--- config.mk ---
export PLATFORM = sky130hd
export DESIGN_NAME = uart_rx_drain_ctrl
export DESIGN_NICKNAME = d
export VERILOG_FILES = /design/src/rtl/uart_pkg.sv /design/src/rtl/uart_rx_drain_ctrl_wrap_counter.sv /design/src/rtl/uart_rx_drain_ctrl.sv
export SDC_FILE = /design/constraint.sdc
export NUM_CORES = 1
export LEC_CHECK = 0
export CORE_ASPECT_RATIO = 1.25
export CORE_MARGIN = 3
export CORE_UTILIZATION = 49
export CTS_BUF_LIST = sky130_fd_sc_hd__clkbuf_8
export CTS_CLUSTER_SIZE = 40
export DETAILED_ROUTE_END_ITERATION = 8
export MAX_ROUTING_LAYER = met4
export PLACE_DENSITY = 0.82
export SYNTH_ARGS = -nofsm -noshare
export SYNTH_HDL_FRONTEND = slang
export SYNTH_SLANG_ARGS = --single-unit
--- constraint.sdc ---
create_clock -name Clk -period 2.2 [get_ports Clk]
set_clock_uncertainty 0.1 [all_clocks]
set_input_delay 0.55 -clock Clk [delete_from_list [all_inputs] [get_ports Clk]]
set_output_delay 0.55 -clock Clk [all_outputs]
set_load 0.03 [all_outputs]
--- src/rtl/uart_pkg.sv ---
// Shared types and defaults for the UART receive-side drain controller.
package uart_pkg;

  localparam int DATA_BITS_DEF = 8;
  localparam int CNT_BITS_DEF  = 16;

  typedef enum logic [2:0] {
    IDLE,
    POP,
    CAPTURE,
    PRESENT,
    FL_POP,
    FL_GAP,
    FL_DONE
  } drain_state_t;

endpackage

--- src/rtl/uart_rx_drain_ctrl_wrap_counter.sv ---
// Free-running event counter with enable and synchronous clear.
// Wraps modulo 2^W.
module wrap_counter #(
  parameter int W = 16
) (
  input  logic         Clk,
  input  logic         Clr,
  input  logic         En,
  output logic [W-1:0] Cnt
);

  always_ff @(posedge Clk) begin
    if (Clr) begin
      Cnt <= '0;
    end else if (En) begin
      Cnt <= Cnt + W'(1);
    end
  end

endmodule

--- src/rtl/uart_rx_drain_ctrl.sv ---
// Pops bytes from the UART receive FIFO and hands them to the host; also runs
// flushes that discard everything buffered while FIFO writes are inhibited.
//
// Host handshake: Host_Valid rises with Host_Data already stable, and both
// stay unchanged until the cycle Host_Valid && Host_Ready is sampled high;
// the byte is transferred on that clock edge and Host_Valid drops after it.
module uart_rx_drain_ctrl
  import uart_pkg::*;
#(
  parameter int DATA_BITS  = DATA_BITS_DEF,
  parameter int FIFO_DEPTH = 4,
  parameter int CNT_BITS   = CNT_BITS_DEF
) (
  input  logic                 Clk,
  input  logic                 Rst,
  input  logic                 FIFO_Empty,
  input  logic                 FIFO_Overflow,
  input  logic [DATA_BITS-1:0] FIFO_Data,
  output logic                 Read_Done,
  output logic                 Write_Inhibit,
  output logic [DATA_BITS-1:0] Host_Data,
  output logic                 Host_Valid,
  input  logic                 Host_Ready,
  input  logic                 Flush_Req,
  output logic                 Flush_Busy,
  output logic                 Ovf_Sticky,
  input  logic                 Ovf_Clr,
  output logic [CNT_BITS-1:0]  Deliv_Cnt,
  output logic [CNT_BITS-1:0]  Drop_Cnt,
  output drain_state_t         Dbg_State
);

  localparam int POP_W = $clog2(FIFO_DEPTH + 1);

  drain_state_t         state, state_nxt;
  logic                 flush_pend;
  logic                 fl_skip;
  logic [POP_W-1:0]     fl_pops;
  logic [DATA_BITS-1:0] host_data_q;
  logic                 ovf_q;

  logic read_done, host_valid, inhibit;
  logic deliv_inc, drop_inc, start_flush;

  always_comb begin
    state_nxt   = state;
    read_done   = 1'b0;
    host_valid  = 1'b0;
    inhibit     = 1'b0;
    deliv_inc   = 1'b0;
    drop_inc    = 1'b0;
    start_flush = 1'b0;
    case (state)
      IDLE: begin
        if (Flush_Req || flush_pend) begin
          state_nxt   = FL_POP;
          start_flush = 1'b1;
        end else if (!FIFO_Empty) begin
          state_nxt = POP;
        end
      end
      POP: begin
        read_done = 1'b1;
        state_nxt = CAPTURE;
      end
      CAPTURE: state_nxt = PRESENT;
      PRESENT: begin
        host_valid = 1'b1;
        if (Host_Ready) begin
          deliv_inc = 1'b1;
          // A flush requested while this byte was in flight starts right after it is taken.
          if (flush_pend || Flush_Req) begin
            state_nxt   = FL_POP;
            start_flush = 1'b1;
          end else begin
            state_nxt = IDLE;
          end
        end
      end
      FL_POP: begin
        read_done = 1'b1;
        inhibit   = 1'b1;
        state_nxt = FL_GAP;
      end
      FL_GAP: begin
        inhibit  = 1'b1;
        drop_inc = !fl_skip;
        if (FIFO_Empty || (fl_pops == POP_W'(FIFO_DEPTH))) begin
          state_nxt = FL_DONE;
        end else begin
          state_nxt = FL_POP;
        end
      end
      FL_DONE: begin
        inhibit   = 1'b1;
        state_nxt = IDLE;
      end
      default: state_nxt = IDLE;
    endcase
  end

  always_ff @(posedge Clk) begin
    if (Rst) begin
      state       <= IDLE;
      flush_pend  <= 1'b0;
      fl_skip     <= 1'b0;
      fl_pops     <= '0;
      host_data_q <= '0;
      ovf_q       <= 1'b0;
    end else begin
      state <= state_nxt;

      if (start_flush) begin
        flush_pend <= 1'b0;
      end else if (Flush_Req && (state == POP || state == CAPTURE || state == PRESENT)) begin
        flush_pend <= 1'b1;
      end

      // The first pop of a flush entered on an empty FIFO discards nothing.
      if (start_flush) begin
        fl_skip <= FIFO_Empty;
      end else if (state == FL_GAP) begin
        fl_skip <= 1'b0;
      end

      if (start_flush) begin
        fl_pops <= '0;
      end else if (state == FL_POP) begin
        fl_pops <= fl_pops + POP_W'(1);
      end

      if (state == CAPTURE) begin
        host_data_q <= FIFO_Data;
      end

      if (FIFO_Overflow) begin
        ovf_q <= 1'b1;
      end else if (Ovf_Clr) begin
        ovf_q <= 1'b0;
      end
    end
  end

  wrap_counter #(.W(CNT_BITS)) u_deliv_cnt (
    .Clk (Clk),
    .Clr (Rst),
    .En  (deliv_inc),
    .Cnt (Deliv_Cnt)
  );

  wrap_counter #(.W(CNT_BITS)) u_drop_cnt (
    .Clk (Clk),
    .Clr (Rst),
    .En  (drop_inc),
    .Cnt (Drop_Cnt)
  );

  assign Read_Done     = read_done;
  assign Write_Inhibit = inhibit;
  assign Flush_Busy    = inhibit;
  assign Host_Valid    = host_valid;
  assign Host_Data     = host_data_q;
  assign Ovf_Sticky    = ovf_q;
  assign Dbg_State     = state;

endmodule

==> out/metrics.json, run 1 <==
{
  "setup_path": {
    "worst_setup_path_startpoint": "u_drop_cnt.Cnt[4]$_SDFFE_PP0P_",
    "critPathCaptureType": "output port",
    "crit_fanout": 5,
    "critical_path.startpoint_type": "register",
    "r2r-start": "u_drop_cnt.Cnt[3]$_SDFFE_PP0P_",
    "worst-r2r-setup-slack_ps": 180,
    "worst_ep_arrival_time_ps": 1480,
    "slowest_cell_on_the_critical_path": "sky130_fd_sc_hd__clkdlybuf4s50_1",
    "critical_path.n_buffers_inverters": 1,
    "worstPathCellList": "clkdlybuf4s50_1",
    "crit-reg2reg-capture": "u_drop_cnt.Cnt[15]$_SDFFE_PP0P_",
    "rr_worst_depth": 4,
    "timing.critical_path.max_delay_family": "buffers and inverters",
    "worstSetupEndpoint": "Drop_Cnt[4]",
    "timing.setup.critical_path_class": "reg -> out",
    "critPathMaxStageDelay_ps": 720,
    "critical_path_required_ps": 1550,
    "timing.critical_path.depth": 1
  },
  "cells_and_area": {
    "multi_input_comb_area_um2": 1160,
    "syn_to_final_growth_pct": 37.7,
    "layout-drive-gt1-share_pct": 9.32,
    "layout.filler_cells": 316,
    "layoutNonFillerInstCount": 378,
    "final-seq-area_um2": 982,
    "finish.net_count": 340,
    "antennaDiodeCount": 0
  },
  "power_and_ir_drop": {
    "clock_power_share_pct": 32.7,
    "vdd_drop_max_v": 0.000550,
    "p_int_w": 0.00146,
    "power.density_nw_per_um2": 649,
    "leakage_nw": 1.11,
    "power.combinational.fraction_pct": 19.2,
    "sw_frac_of_total_pct": 26.8,
    "seq_power_share_pct": 48.1,
    "p_switching_w": 0.000532
  },
  "sta": {
    "fmax_mhz": 470,
    "final_min_period_over_clock_period_pct": 96.7,
    "worst_slew_margin_rel_pct": 63.5,
    "timing.hold.ws_ps": 383,
    "report.final.hold_viol_count": 0,
    "setup_viol_count_final": 0,
    "worst-slew-pin-transition_ps": 547,
    "setup_total_negative_slack_ps": 0,
    "maxSlewViolCount": 0,
    "timing.final.crit_period_ps": 2130,
    "rsz0062_at_grt": "no"
  },
  "die": {
    "design.die.area_um2": 5390,
    "pin_count": 63,
    "initial_utilization_pct": 52.6,
    "coreArea_um2": 4230,
    "fp.dieW_um": 66.3,
    "die_y_um": 81.4,
    "core.rowCount": 26
  },
  "synth": {
    "synth-adder-area-share_pct": 2.25,
    "synth_sequential_area_ratio_pct": 44.1,
    "synth-simple-area-share_pct": 26.7,
    "synth_mux_area_share_pct": 5.56,
    "syn-instance-count": 256,
    "xor_xnor_fraction_of_synth_area_pct": 8.26,
    "synth_fp_nets": 275,
    "synth_top_family_by_area": "simple AND/OR/NAND/NOR gates",
    "syn_avg_cell_area_um2": 8.69,
    "yosys_warnings": 0,
    "yosys_register_bits": 49,
    "compound_cell_area_share_of_the_yosys_netlist_pct": 8.88,
    "ys_types": 43,
    "synth_area_um2": 2230
  },
  "route": {
    "ant_nets": 0,
    "drt_pass1_iterations": 4,
    "route.detailed.drc": 0,
    "drt_iter0_drc": 88,
    "via_per_inst": 5.30,
    "postRouteWirelength_mm": 4.92,
    "detailroute.via_count": 2002,
    "route.detailed.wl_per_inst_um": 13.0
  },
  "place": {
    "dp_hpwl_mm": 3.52,
    "placement.io_buffers": 62,
    "place_congestion": 0.810,
    "dpl.cell_count": 370
  },
  "global_route": {
    "gr-total-overflow": 0,
    "grtUsageTotal_pct": 19.9,
    "grt_pass1_vias": 1871,
    "grt_max_degree": 37,
    "grt_pass1_wl_mm": 8.25,
    "grt_antenna_before_repair": 0
  },
  "job": {
    "total_of_max_cap_violations": 0
  },
  "clocking": {
    "numClockSinks": 49,
    "cts-buffers-inserted": 5,
    "ctsRootBufferMaster": "sky130_fd_sc_hd__clkbuf_8",
    "cts_tree": "done",
    "ctsHtreeMaxLevel": 2,
    "cts_setup_buffers": 0,
    "clock_path_buffers": 2,
    "worstSkewPairLatency_ps": 290,
    "clkSlewWorstSetupHoldPaths_ps": 90
  },
  "worst_hold_path": {
    "worst_hold_path_type": "reg -> reg"
  },
  "run_status": {
    "result_of_the_run": "completed"
  }
}
synthesized netlist by cell type, drive strengths merged:
cell,count,area share (%)
or2,3,0.84
dfxtp,49,44
nor2b,3,0.84
or3,6,1.7
nand4bb,1,0.51
and2,1,0.28
clkbuf,8,1.4
nand2,15,2.5
or4,5,1.7
o31a,1,0.39
o31ai,4,1.3
and3,5,1.4
o21ai,7,1.6
nor3,6,1.3
xnor2,15,5.9
and4bb,1,0.56
a21oi,16,3.6
a21boi,1,0.34
nand4,5,2.1
o21a,1,0.34
a221oi,1,0.39
o22ai,1,0.28
xor2,6,2.4
nor4,5,1.4
mux2,3,1.5
buf,6,1.3
a211oi,1,0.34
and4b,1,0.45
nor2,39,6.6
inv,9,1.5
nand3,14,3.1
nand4b,1,0.67
nand2b,2,0.56
ha,4,2.2
a31oi,1,0.28
mux2i,9,4.0
layout make-up:
type / count / area share (%)
multi-input cells: 184 / 37.8
flip-flops and latches: 49 / 32.1
repair buffers: 72 / 23.0
clock buffers: 6 / 2.69
well taps: 56 / 2.29
clock inverters: 2 / 1.10
inverters: 9 / 1.10
power by group through the flow:
stage                     combinational (W)  sequential, W  clock [W]
after floorplan                    0.000201        0.00101          0
after global placement             0.000388       0.000975          0
after detailed placement           0.000392       0.000976          0
after CTS                          0.000385       0.000957   0.000667
after global routing               0.000413       0.000963   0.000702
final                              0.000382       0.000957   0.000651
worst reg2reg max path: stages, from the launching register on:
cell and delay (ps):
sky130_fd_sc_hd__dfxtp_1 510, sky130_fd_sc_hd__nand4_4 180, sky130_fd_sc_hd__or3_1 500, sky130_fd_sc_hd__or4_1 530, sky130_fd_sc_hd__a21oi_1 140
stage by stage:
stage / util [%] / area [µm²] / setup WS [ps] / total power (W)
floorplan: - / 2230 / 136 / 0.00121
global placement: 69.7 / 2950 / -214 / 0.00136
detailed placement: 69.7 / 2950 / -260 / 0.00137
CTS: 72.3 / 3060 / 20.4 / 0.00201
global route: 72.5 / 3060 / 10.7 / 0.00208
finish: 72.5 / 3060 / 71.9 / 0.00199
worst min path at each step:
| stage | end | start | cells past startpoint |
|---|---|---|---|
| floorplan | flush_pend$_SDFFE_PP0P_ | flush_pend$_SDFFE_PP0P_ | 2 |
| global placement | Ovf_Sticky$_SDFFE_PP0P_ | Ovf_Sticky$_SDFFE_PP0P_ | 2 |
| detailed placement | u_drop_cnt.Cnt[15]$_SDFFE_PP0P_ | u_drop_cnt.Cnt[15]$_SDFFE_PP0P_ | 2 |
| CTS | u_drop_cnt.Cnt[15]$_SDFFE_PP0P_ | u_drop_cnt.Cnt[15]$_SDFFE_PP0P_ | 2 |
| global route | u_drop_cnt.Cnt[14]$_SDFFE_PP0P_ | u_drop_cnt.Cnt[14]$_SDFFE_PP0P_ | 2 |
| finish | u_drop_cnt.Cnt[15]$_SDFFE_PP0P_ | u_drop_cnt.Cnt[15]$_SDFFE_PP0P_ | 2 |
cell families (layout without fill, tap and decap cells):
group                    after synthesis  in the layout
buffers and inverters                 23             89
flip-flops                            49             49
adder cells (fa/ha/maj)                4              4
multiplexers                          12             12
AND/OR/NAND/NOR                      113            113
XOR/XNOR                              21             21
AO/OA/AOI/OAI                         34             34
placed cells by master, fill, tap and decap left out, types with 5 or more instances in the layout:
master	count
sky130_fd_sc_hd__and3_1	5
sky130_fd_sc_hd__inv_1	10
sky130_fd_sc_hd__xor2_1	6
sky130_fd_sc_hd__or3_1	5
sky130_fd_sc_hd__a21oi_1	15
sky130_fd_sc_hd__nor2_1	39
sky130_fd_sc_hd__clkbuf_8	6
sky130_fd_sc_hd__buf_4	9
sky130_fd_sc_hd__xnor2_1	15
sky130_fd_sc_hd__nand3_1	14
sky130_fd_sc_hd__nand2_1	15
sky130_fd_sc_hd__clkdlybuf4s50_1	56
sky130_fd_sc_hd__dlygate4sd2_1	5
sky130_fd_sc_hd__o21ai_0	7
sky130_fd_sc_hd__mux2i_1	9
sky130_fd_sc_hd__dfxtp_1	48
sky130_fd_sc_hd__nor3_1	6
sky130_fd_sc_hd__nor4_1	5
registers in the layout, summed over array words and instances, names as in the netlist:
signal / flops
u_deliv_cnt.Cnt: 16
u_drop_cnt.Cnt: 16
Host_Data: 8
Dbg_State: 3
fl_pops: 3
Ovf_Sticky: 1
fl_skip: 1
flush_pend: 1
layer usage:
layer  wire [µm]  global-route usage, %  vias to the layer above
li1            -                      -                     1009
met1        2160                   22.9                      927
met2        2480                   35.0                       61
met3         238                   3.87                        5
met4          41                   5.49                        0
met5           0                      -                        -
what timing repair did:
action	in CTS	in global routing
hold buffers	0	0
gates resized for setup	6	2
hold endpoints to repair	0	0
setup endpoints to repair	6	3
No activity file was read; power rests on OpenSTA's default activity.
==> run 2: changes to the inputs <==
--- a/config.mk
+++ b/config.mk
@@ -7,7 +7,7 @@
 export LEC_CHECK = 0
 export CORE_ASPECT_RATIO = 1.25
 export CORE_MARGIN = 3
-export CORE_UTILIZATION = 49
+export CORE_UTILIZATION = 50
 export CTS_BUF_LIST = sky130_fd_sc_hd__clkbuf_8
 export CTS_CLUSTER_SIZE = 40
 export DETAILED_ROUTE_END_ITERATION = 8
@@ -15,4 +15,5 @@
 export PLACE_DENSITY = 0.82
 export SYNTH_ARGS = -nofsm -noshare
 export SYNTH_HDL_FRONTEND = slang
+export SYNTH_HIERARCHICAL = 1
 export SYNTH_SLANG_ARGS = --single-unit
==> run 2 against run 1 <==
Compared with the run above: routed wire length rose by 1.7%; sequential share of layout area fell by 0.73 points; hold slack improved by 15 ps; setup slack got worse by 56 ps; critical path type is now in -> reg; highest routed layer unchanged.
==> out/metrics.json, run 2 <==
{
  "synth": {
    "yosys_register_bits": {"value": 49, "change": "unchanged"},
    "synth_fp_nets": {"value": 271, "change": "-1.5%"},
    "leading_area_contributor_after_synthesis": "sky130_fd_sc_hd__dfxtp_1",
    "synth_sequential_area_ratio": {"value": 42.1, "unit": "%", "change": "-1.9 points"},
    "syn-instance-count": {"value": 252, "change": "-1.6%"},
    "share_of_flip_flops_with_an_asynchronous_set_or_reset_after_synthesis": {"value": 0, "unit": "%", "change": "unchanged"},
    "synth_top_cells_by_count": "49 x sky130_fd_sc_hd__dfxtp_1, 46 x sky130_fd_sc_hd__nor2_1, 15 x sky130_fd_sc_hd__xnor2_1",
    "synth_area": {"value": 2330, "unit": "µm²", "change": "+4.6%"},
    "syn_avg_cell_area": {"value": 9.24, "unit": "µm²", "change": "+6.3%"},
    "synth_area_leaders": "sky130_fd_sc_hd__dfxtp_1 42%, sky130_fd_sc_hd__nor2_1 7.4%, sky130_fd_sc_hd__xnor2_1 5.6%",
    "synth_flop_cell": "sky130_fd_sc_hd__dfxtp_1",
    "ys_types": {"value": 40, "change": "-7.0%"},
    "yosysMostFrequentCell": "sky130_fd_sc_hd__dfxtp_1",
    "yosys_warnings": {"value": 6, "change": "+6"},
    "synth-edff-count": {"value": 0, "change": "unchanged"},
    "synth_top_area_share": {"value": 42.1, "unit": "%", "change": "-1.9 points"}
  },
  "die": {
    "core.rowCount": {"value": 27, "change": "+3.8%"},
    "pin_count": {"value": 63, "change": "unchanged"},
    "design.die.area": {"value": 5520, "unit": "µm²", "change": "+2.3%"},
    "coreArea": {"value": 4460, "unit": "µm²", "change": "+5.4%"},
    "fp.dieW": {"value": 67.0, "unit": "µm", "change": "+1.1%"},
    "die_y": {"value": 82.3, "unit": "µm", "change": "+1.2%"},
    "initial_utilization": {"value": 52.2, "unit": "%", "change": "-0.42 points"}
  },
  "clocking": {
    "ctsRootBufferMaster": "sky130_fd_sc_hd__clkbuf_8",
    "cts_setup_buffers": {"value": 0, "change": "unchanged"},
    "clock_path_buffers": {"value": 2, "change": "unchanged"},
    "cts_tree": "done",
    "postCtsHoldBufs": {"value": 0, "change": "unchanged"},
    "numClockSinks": {"value": 49, "change": "unchanged"},
    "clkSlewWorstSetupHoldPaths": {"value": 90, "unit": "ps", "change": "about the same"},
    "worstSkewPairLatency": {"value": 300, "unit": "ps", "change": "about the same"},
    "ctsHtreeMaxLevel": {"value": 2, "change": "unchanged"},
    "cts-buffers-inserted": {"value": 5, "change": "unchanged"}
  },
  "setup_path": {
    "critical_path.startpoint_type": "primary input",
    "critical_path_required": {"value": 2340, "unit": "ps", "change": "+790 ps"},
    "crit_fanout": {"value": 4, "change": "-1"},
    "rr_worst_depth": {"value": 6, "change": "+2"},
    "timing.setup.critical_path_class": "in -> reg",
    "worst-r2r-setup-slack": {"value": 190, "unit": "ps", "change": "about the same"},
    "critPathCaptureType": "register",
    "worst_ep_arrival_time": {"value": 2320, "unit": "ps", "change": "+840 ps"}
  },
  "route": {
    "drt_pass1_iterations": {"value": 4, "change": "unchanged"},
    "via_per_inst": {"value": 5.28, "change": "-0.28%"},
    "drt_iter0_drc": {"value": 120, "change": "+36%"},
    "route.detailed.wl_per_inst": {"value": 13.2, "unit": "µm", "change": "+1.2%"},
    "route.detailed.drc": {"value": 0, "change": "unchanged"},
    "detailroute.via_count": {"value": 2007, "change": "+0.25%"},
    "postRouteWirelength": {"value": 5.00, "unit": "mm", "change": "+1.7%"},
    "ant_nets": {"value": 0, "change": "unchanged"}
  },
  "global_route": {
    "grt_pass1_wl": {"value": 8.44, "unit": "mm", "change": "+2.3%"},
    "grt_pass1_vias": {"value": 1871, "change": "unchanged"},
    "grt_antenna_before_repair": {"value": 0, "change": "unchanged"},
    "grt_max_degree": {"value": 28, "change": "-24%"},
    "gr-total-overflow": {"value": 0, "change": "unchanged"},
    "grtUsageTotal": {"value": 20.1, "unit": "%", "change": "+0.21 points"}
  },
  "cells_and_area": {
    "finish.net_count": {"value": 340, "change": "unchanged"},
    "layout.filler_cells": {"value": 372, "change": "+18%"},
    "layout.cells.most_common_list": "56 x sky130_fd_sc_hd__clkdlybuf4s50_1, 46 x sky130_fd_sc_hd__dfxtp_1, 45 x sky130_fd_sc_hd__nor2_1, 15 x sky130_fd_sc_hd__xnor2_1, 13 x sky130_fd_sc_hd__buf_4",
    "layout_commonest_cell": "sky130_fd_sc_hd__clkdlybuf4s50_1",
    "layout-drive-gt1-share": {"value": 14.9, "unit": "%", "change": "+5.6 points"},
    "syn_to_final_growth_pct": 35.4,
    "layoutNonFillerInstCount": {"value": 380, "change": "+0.53%"},
    "antennaDiodeCount": {"value": 0, "change": "unchanged"}
  },
  "sta": {
    "rsz0062_at_grt": "no",
    "fmax": {"value": 458, "unit": "MHz", "change": "-2.6%"},
    "maxSlewViolCount": {"value": 0, "change": "unchanged"},
    "worst_slew_margin_rel": {"value": 69.2, "unit": "%", "change": "+5.7 points"},
    "final_min_period_over_clock_period": {"value": 99.3, "unit": "%", "change": "+2.5 points"},
    "report.final.hold_viol_count": {"value": 0, "change": "unchanged"},
    "timing.final.crit_period": {"value": 2180, "unit": "ps", "change": "+55.8 ps"},
    "worst-slew-pin-transition": {"value": 463, "unit": "ps", "change": "-84.8 ps"},
    "setup_viol_count_final": {"value": 0, "change": "unchanged"},
    "setup_total_negative_slack": {"value": 0, "unit": "ps", "change": "unchanged"}
  },
  "power_and_ir_drop": {
    "vdd_drop_max": {"value": 0.000606, "unit": "V", "change": "+10%"},
    "fin_total_pwr": {"value": 0.00187, "unit": "W", "change": "-6.0%"},
    "power.density": {"value": 593, "unit": "nW/µm²", "change": "-8.6%"},
    "leakage": {"value": 1.18, "unit": "nW", "change": "+6.3%"}
  },
  "run_status": {
    "result_of_the_run": "completed"
  },
  "place": {
    "place_congestion": {"value": 0.809, "change": "-0.17%"},
    "dpl.cell_count": {"value": 372, "change": "+0.54%"},
    "placement.io_buffers": {"value": 62, "change": "unchanged"},
    "dp_hpwl": {"value": 3.59, "unit": "mm", "change": "+2.0%"}
  },
  "worst_hold_path": {
    "worstHoldPathCells": {"value": 2, "change": "unchanged"},
    "worst_hold_path_type": "reg -> reg"
  },
  "job": {
    "total_of_max_cap_violations": {"value": 0, "change": "unchanged"}
  }
}
[run 2: cell count changes in the layout (fill, tap and decap cells not counted), moves of 3 or more]
cell	delta
sky130_fd_sc_hd__nand3_1	-7
sky130_fd_sc_hd__nand2_1	-3
sky130_fd_sc_hd__a21oi_1	-4
sky130_fd_sc_hd__or3_1	-3
sky130_fd_sc_hd__nor2_1	+6
sky130_fd_sc_hd__o21ai_0	-4
sky130_fd_sc_hd__mux2i_1	+3
sky130_fd_sc_hd__or4_1	-3
sky130_fd_sc_hd__nor3_1	+4
sky130_fd_sc_hd__nand2b_1	+4
sky130_fd_sc_hd__buf_4	+4
sky130_fd_sc_hd__o31ai_1	-4
[run 2: power by group]
part           internal (W)  leakage, nW  switching (W)
Sequential         0.000923        0.398      0.0000480
Clock              0.000220       0.0439       0.000298
Combinational      0.000178        0.736       0.000203
[run 2: critical path: stages]
cell,delay [ps]
sky130_fd_sc_hd__clkdlybuf4s50_1,500
sky130_fd_sc_hd__and4b_1,310
sky130_fd_sc_hd__nand4_4,150
sky130_fd_sc_hd__nor4_4,300
sky130_fd_sc_hd__or3b_1,380
sky130_fd_sc_hd__a21oi_1,140
[run 2: repair_timing]
item / CTS / global route
setup endpoints to repair: 5 / 3
resized for setup: 6 / 3
pin swaps: 0 / 0
[run 2: worst paths after layout]
check | startpoint | endpoint
setup / recovery | Host_Ready | u_deliv_cnt/Cnt[13]$_SDFFE_PP0P_
hold / removal | Ovf_Sticky$_SDFFE_PP0P_ | Ovf_Sticky$_SDFFE_PP0P_
setup reg to reg | Dbg_State[2]$_SDFFE_PP0P_ | u_deliv_cnt/Cnt[13]$_SDFFE_PP0P_
hold reg to reg | Ovf_Sticky$_SDFFE_PP0P_ | Ovf_Sticky$_SDFFE_PP0P_
[run 2: area by class of cell]
| cell class | count | area, µm² | share of cell area (%) |
|---|---|---|---|
| Timing Repair Buffer | 75 | 711 | 22.5 |
| Clock buffer | 5 | 68.8 | 2.18 |
| Clock inverter | 3 | 17.5 | 0.556 |
| Inverter | 8 | 30.0 | 0.953 |
| Tap cell | 58 | 72.6 | 2.30 |
| Sequential cell | 49 | 987 | 31.3 |
| Multi-Input combinational cell | 182 | 1260 | 40.1 |
[run 2: kinds of logic (layout without fill, tap and decap cells)]
family | after synthesis | after routing | share of synthesized area [%]
buf+inv | 21 | 91 | 4.08
compound gates | 23 | 23 | 6.56
mux | 16 | 16 | 7.09
xor+xnor | 23 | 23 | 8.65
flops | 49 | 49 | 42.1
fa+ha+maj | 4 | 4 | 2.15
simple gates | 116 | 116 | 29.3
[run 2: metal layers]
layer	GRT usage [%]	share of wire (%)
met1	25.1	44
met2	32.6	50
met3	4.47	4.6
met4	5.48	1.3
met5	-	0
[run 2: through the flow]
step	util (%)	setup WS [ps]	cell area, µm²	hold WS [ps]
2_1_floorplan	-	-41.0	2340	374
3_3_place_gp	68.5	-229	3060	363
3_5_place_dp	68.5	-276	3060	387
4_1_cts	70.4	7.13	3140	401
5_1_grt	70.7	10.4	3150	423
6_report	70.7	16.1	3150	397
